## src/rtl/nn_ctrl_pkg.sv

```systemverilog
// Shared definitions for the inference controller: FSM encodings and limits.
package nn_ctrl_pkg;

    typedef enum logic [2:0] {
        ST_IDLE  = 3'd0,
        ST_ARM   = 3'd1,
        ST_START = 3'd2,
        ST_RUN   = 3'd3,
        ST_DONE  = 3'd4,
        ST_ERR   = 3'd5
    } state_e;

    localparam int MAX_DIGIT       = 9;
    localparam int DEF_TIMEOUT_CYC = 2_000_000;

endpackage

```

## src/rtl/rise_detect.sv

```systemverilog
// One-register rising-edge detector with synchronous clear.
module rise_detect (
    input  logic clk,
    input  logic resetn,
    input  logic clr,
    input  logic d,
    output logic rise
);

    logic prev_q, prev_d;

    always_comb prev_d = clr ? 1'b0 : d;

    always_ff @(posedge clk) begin
        if (!resetn) prev_q <= 1'b0;
        else         prev_q <= prev_d;
    end

    assign rise = d & ~prev_q;

endmodule

```

## src/rtl/inference_controller.sv

```systemverilog
// Sequences one inference: image-port arbitration, draw freeze, clear/start strobes,
// result latch. Optional RUN watchdog built when INFER_TIMEOUT_EN is defined.
module inference_controller
    import nn_ctrl_pkg::*;
#(
    parameter int ADDR_W      = 16,
    parameter int RESULT_W    = 4,
    parameter int TIMEOUT_CYC = DEF_TIMEOUT_CYC
) (
    input  logic                clk,
    input  logic                resetn,
    input  logic                start_req,
    input  logic [ADDR_W-1:0]   disp_addr,
    input  logic [ADDR_W-1:0]   nn_addr,
    output logic [ADDR_W-1:0]   mem_addr,
    output logic                nn_clr,
    output logic                nn_start,
    input  logic                nn_done,
    input  logic [RESULT_W-1:0] nn_result,
    output logic                owner_nn,
    output logic                draw_inhibit,
    output logic [RESULT_W-1:0] result,
    output logic                result_valid,
    output logic                busy,
    output logic                error,
    output logic [2:0]          state_dbg
);

    state_e              state_q, state_d;
    logic                owner_q, owner_d;
    logic                inhibit_q, inhibit_d;
    logic                clr_q, clr_d;
    logic                start_q, start_d;
    logic                busy_q, busy_d;
    logic                error_q, error_d;
    logic                rvalid_q, rvalid_d;
    logic [RESULT_W-1:0] result_q, result_d;
    logic                start_rise, done_rise, timeout_hit;

    rise_detect u_start_rd (
        .clk(clk), .resetn(resetn), .clr(1'b0), .d(start_req), .rise(start_rise)
    );

    // Cleared in ARM so a done level held over from the last run cannot complete this one.
    rise_detect u_done_rd (
        .clk(clk), .resetn(resetn), .clr(state_q == ST_ARM), .d(nn_done), .rise(done_rise)
    );

`ifdef INFER_TIMEOUT_EN
    localparam int CNT_W = $clog2(TIMEOUT_CYC + 1);
    logic [CNT_W-1:0] to_cnt_q, to_cnt_d;

    always_comb to_cnt_d = (state_q == ST_RUN && state_d == ST_RUN) ? to_cnt_q + 1'b1 : '0;
    assign timeout_hit = (state_q == ST_RUN) && (to_cnt_q == CNT_W'(TIMEOUT_CYC - 1));

    always_ff @(posedge clk) begin
        if (!resetn) to_cnt_q <= '0;
        else         to_cnt_q <= to_cnt_d;
    end
`else
    assign timeout_hit = 1'b0;
`endif

    always_comb begin
        state_d = state_q;
        case (state_q)
            ST_IDLE:  if (start_rise) state_d = ST_ARM;
            ST_ARM:   state_d = ST_START;
            ST_START: state_d = ST_RUN;
            ST_RUN: begin
                if (done_rise)        state_d = ST_DONE;
                else if (timeout_hit) state_d = ST_ERR;
            end
            default:  state_d = ST_IDLE;
        endcase
    end

    // Port ownership and strobes follow the next state so they line up with it.
    always_comb begin
        owner_d   = state_d inside {ST_ARM, ST_START, ST_RUN, ST_DONE};
        inhibit_d = owner_d;
        clr_d     = (state_d == ST_ARM);
        start_d   = (state_d == ST_START);
        busy_d    = (state_d != ST_IDLE);
        result_d  = result_q;
        rvalid_d  = rvalid_q;
        error_d   = error_q;
        case (state_q)
            ST_ARM: begin
                rvalid_d = 1'b0;
                error_d  = 1'b0;
            end
            ST_DONE: begin
                if (nn_result <= RESULT_W'(MAX_DIGIT)) begin
                    result_d = nn_result;
                    rvalid_d = 1'b1;
                end else begin
                    error_d = 1'b1;
                end
            end
            ST_ERR:  error_d = 1'b1;
            default: ;
        endcase
    end

    always_ff @(posedge clk) begin
        if (!resetn) begin
            state_q   <= ST_IDLE;
            owner_q   <= 1'b0;
            inhibit_q <= 1'b0;
            clr_q     <= 1'b0;
            start_q   <= 1'b0;
            busy_q    <= 1'b0;
            error_q   <= 1'b0;
            rvalid_q  <= 1'b0;
            result_q  <= '0;
        end else begin
            state_q   <= state_d;
            owner_q   <= owner_d;
            inhibit_q <= inhibit_d;
            clr_q     <= clr_d;
            start_q   <= start_d;
            busy_q    <= busy_d;
            error_q   <= error_d;
            rvalid_q  <= rvalid_d;
            result_q  <= result_d;
        end
    end

    assign mem_addr     = owner_q ? nn_addr : disp_addr;
    assign owner_nn     = owner_q;
    assign draw_inhibit = inhibit_q;
    assign nn_clr       = clr_q;
    assign nn_start     = start_q;
    assign busy         = busy_q;
    assign error        = error_q;
    assign result_valid = rvalid_q;
    assign result       = result_q;
    assign state_dbg    = state_q;

endmodule

```

## config.mk

```make
export PLATFORM = sky130hd
export DESIGN_NAME = inference_controller
export DESIGN_NICKNAME = d
export VERILOG_FILES = /design/src/rtl/nn_ctrl_pkg.sv /design/src/rtl/rise_detect.sv /design/src/rtl/inference_controller.sv
export SDC_FILE = /design/constraint.sdc
export NUM_CORES = 1
export LEC_CHECK = 0
export CELL_PAD_IN_SITES_DETAIL_PLACEMENT = 0
export CELL_PAD_IN_SITES_GLOBAL_PLACEMENT = 1
export CORE_UTILIZATION = 22
export CTS_BUF_LIST = sky130_fd_sc_hd__clkbuf_8
export DETAILED_ROUTE_END_ITERATION = 16
export GPL_TIMING_DRIVEN = 0
export PLACE_DENSITY_LB_ADDON = 0.1
export SYNTH_ARGS = -nofsm -noshare
export SYNTH_HDL_FRONTEND = slang
export SYNTH_SLANG_ARGS = --single-unit
```

## constraint.sdc

```tcl
create_clock -name clk -period 3.6 [get_ports clk]
set_input_delay 0.36 -clock clk [delete_from_list [all_inputs] [get_ports clk]]
set_output_delay 0.36 -clock clk [all_outputs]
set_load 0.005 [all_outputs]
```

# == Word-level counts from Yosys, hierarchy flattened ==
# Index checks and enable logic that the tools add are counted.
# totals
output_inout_bits,30
input_bits,40
wordCells,44
reg_bits,15
# op_classes
mux,8
bitwise_logic,5
n_eq_ne,11
magnitude_cmp,1
reduce_logical,9
# op_table
operator,count
two-way mux 16 bit,1
== test 3 x 2 -> 1 bit (second input constant),4
one-hot mux 3 bit (4 select lines),1
== test 3 bit (second input constant),3
== test 3 x 1 -> 1 bit (second input constant),2
two-way mux 3 bit,2
AND reduction 2 bit,3
nonzero test 3 bit,2
less-or-equal comparator 4 bit (second input constant),1
inequality test 2 bit (second input constant),2
nonzero test 4 bit,1
zero test 3 bit,1
inverter 1 bit,3
one-hot mux 1 bit (3 select lines),1
AND 1 bit,2
two-way mux 1 bit,2
one-hot mux 1 bit (2 select lines),1
nonzero test 2 bit,1
OR reduction 2 bit,1

# == Longest topological paths before layout ==
# logic_depth
word_depth,6
ltp_mapped,4
ltp_nobuf,3

# == By module ==
# From an unflattened synthesis, not the netlist that was laid out.
# unflattened
cells_unflattened,75
hier_area_um2,754.5
# by_module_without_submodules
module,cells_each,seq_area_each_um2,instances,area_each_um2
inference_controller,69,260.2,1,684.4
rise_detect,3,20.0,2,35.0

# == Worst setup path after synthesis ==
# OpenSTA, ideal clock, no wires.
# synth_path
path_type,reg2out
startpoint,reg draw_inhibit (netlist name)
endpoint,out mem_addr[10]
required_time_ps,3240
stages_incl_launch_ff,4
arrival_ps,1203
path_slack_ps,2037
path_cell_list,dfxtp_1 > clkbuf_1 > buf_2 > mux2_2
# synth_lines
element,line,rtl
end: declaration,inference_controller.sv:15,"output logic [ADDR_W-1:0] mem_addr,"

==> impl_metrics.py <==
metrics = {
    "detailed_routing": {
        "drc": 0,
        "vias": 816,
        "drtIter0Drc": 13,
        "vias_per_cell": 4.32,
        "drtAntennaViolNets": 0,
        "wirelength_um": 2470,
        "wire_per_inst_um": 13.1,
        "firstDrtPassIters": 4,
    },
    "power": {
        "powerDensity_nw_per_um2": 303,
        "vdd_drop_max_mv": 0.184,
        "p_leak_nw": 0.584,
        "power_uw": 463,
    },
    "sta": {
        "period_share_pct": 66.6,
        "fin_crit_ps": 2400,
        "slew_headroom_pct": 73.0,
        "tns_ps": 0,
        "fin_skew_ps": 6.11,
        "drv_slew": 0,
        "tightestPinTransition_ps": 406,
        "hold_viol": 0,
        "timing.fmax_mhz": 417,
        "rsz0062_at_grt": "false",
        "finalSetupViolations": 0,
    },
    "synth": {
        "syn_inst": 72,
        "synth_cell_types": 24,
        "syn-num-nets": 112,
        "syn_area_per_cell_um2": 10.2,
        "syn_area_um2": 734,
        "yosysSeqAreaShare_pct": 40.9,
        "synth_warnings": 0,
        "ys_ff_latch": 15,
    },
    "setup_path": {
        "ff2ff_path_depth": 4,
        "required_ps": 3240,
        "reg2reg_to": "result[0]$_SDFFE_PN0P_",
        "path_cells": "clkbuf_1 -> buf_2 -> mux2_2 -> clkdlybuf4s50_1",
        "cpPeakStageDelay_ps": 460,
        "crit_slowest_cell": "clkdlybuf4s50_1",
        "path_buf_inv": 3,
        "cp-start-kind": "flip-flop",
        "cp-startpoint": "draw_inhibit$_SDFF_PN0_",
        "cp-end-kind": "output pin",
        "r2r_slack_ps": 2120,
        "timing.rr.start": "state_dbg[2]$_SDFF_PN0_",
        "path_delay_family": "buffers and inverters",
        "path_depth": 4,
        "worstPathArrival_ps": 2040,
        "endpoint": "mem_addr[9]",
        "crit_fanout": 10,
        "criticalPathCategory": "flip-flop to output pin",
    },
    "grt": {
        "antenna_found_initial": 0,
        "grt_pass1_vias": 758,
        "grt.total_usage_pct": 13.9,
        "grt_overflow": 0,
        "grt_max_degree": 11,
        "grt_pass1_wl_um": 3570,
    },
    "floorplanning": {
        "die_y_um": 59.8,
        "boundaryPins": 70,
        "rows": 20,
        "initial_core_util_pct": 23.7,
        "fp.dieW_um": 59.8,
        "die-area_um2": 3570,
        "coreArea_um2": 3100,
    },
    "placement": {
        "place.gp.congestion": 0.751,
        "placed_cells": 185,
        "hpwl_um": 1970,
        "place.port_buffers": 69,
    },
    "clock_network": {
        "cts_resized": 0,
        "cts_tree": "yes",
        "cts_root_buf": "clkbuf_8",
        "cts.hold.buffers_added": 0,
        "cts_buffers": 3,
        "clock_sinks": 15,
        "h-tree-depth": 1,
        "cts_buffer_depth": 2,
        "path_clk_slew_ps": 60,
        "cts_setup_buffers": 0,
        "clk_latency_ps": 250,
    },
    "finish": {
        "multi_input_area_um2": 405,
        "postLayoutCoreUtil_pct": 49.2,
        "nets": 186,
        "final_cell_mix": "clkdlybuf4s50_1 (69), mux2_2 (16), dfxtp_1 (15), nor2_1 (5)",
        "seqCellArea_um2": 300,
        "n_antenna_cell": 0,
        "final_common_cell": "clkdlybuf4s50_1",
        "area_growth_syn_to_layout_pct": 108,
        "nFillCells": 302,
        "drive_gt1_share_pct": 16.6,
        "stdcell_count": 189,
    },
    "run_status": {
        "status": "completed",
    },
    "flow_run": {
        "maxCapViolCount": 0,
    },
    "min_path": {
        "hp-class": "flip-flop to flip-flop",
    },
}
-- worst min-delay path, stage by stage, from the launching register on --
cell and delay, ps:
dfxtp_1 320, nand2_1 50, mux2i_1 60
-- how the worst min path moves through the flow --
stage	cells past startpoint	end	start
2_1_floorplan	2	result[0]$_SDFFE_PN0P_	result[0]$_SDFFE_PN0P_
3_5_place_dp	2	result[0]$_SDFFE_PN0P_	result[0]$_SDFFE_PN0P_
4_1_cts	2	result[0]$_SDFFE_PN0P_	result[0]$_SDFFE_PN0P_
5_1_grt	1	result[1]$_SDFFE_PN0P_	result[1]$_SDFFE_PN0P_
3_3_place_gp	2	result[0]$_SDFFE_PN0P_	result[0]$_SDFFE_PN0P_
6_report	2	result[0]$_SDFFE_PN0P_	result[0]$_SDFFE_PN0P_
-- registers in the layout, indices dropped and copies added, names as in the netlist --
register,count
result,4
state_dbg,3
busy,1
draw_inhibit,1
error,1
nn_clr,1
nn_start,1
result_valid,1
u_done_rd.prev_q,1
u_start_rd.prev_q,1
-- cell usage after synthesis, drive strengths merged --
library cell	n	area, um^2
nor4	1	6.26
nor3b	1	7.51
nor3	1	5.00
nand3	2	10.0
nor2	5	18.8
a21oi	3	15.0
o21ai	2	10.0
buf	3	17.5
o221a	1	11.3
nand2b	3	18.8
o211ai	1	7.51
clkbuf	2	7.51
nand2	2	7.51
inv	1	3.75
and2	2	12.5
a211o	2	17.5
or3b	1	8.76
dfxtp	15	300
mux2	16	180
mux2i	1	10.0
o21a	3	22.5
o211a	3	30.0
nor2b	1	6.26
-- cell type report --
class / instances / area share (%)
Buffer: 5 / 1.64
Sequential cell: 15 / 19.7
Inverter: 1 / 0.246
Clock buffer: 3 / 2.70
Tap cell: 44 / 3.61
Clock inverter: 1 / 0.328
Timing Repair Buffer: 69 / 45.2
Multi-Input combinational cell: 51 / 26.6
-- per-layer routing --
metal	vias to the layer above	GRT usage [%]	wire, um
li1	404	-	-
met5	-	0	0
met1	367	16.5	1060
met4	0	7.97	50
met2	40	21.3	1100
met3	5	5.19	258
-- power breakdown --
part / switching, mW / internal [mW]
Sequential: 0.00553 / 0.174
Clock: 0.0609 / 0.0767
Combinational: 0.0419 / 0.104
Total: 0.108 / 0.355
-- stage by stage --
step	instance area (um^2)	setup slack, ps	hold WS [ps]
5_1_grt	1530	1110	525
3_3_place_gp	1480	1460	444
2_1_floorplan	734	2040	451
4_1_cts	1530	1170	474
3_5_place_dp	1480	1450	466
6_report	1530	1200	473
-- kinds of logic (layout without fill, tap and decap cells) --
logic type,Yosys count,count (layout),share of synthesized area [%]
compound gates,15,15,15.5
flops,15,15,40.9
mux,17,17,25.9
simple gates,19,19,13.8
buf+inv,6,79,3.92
No activity file was read; power rests on OpenSTA's default activity.
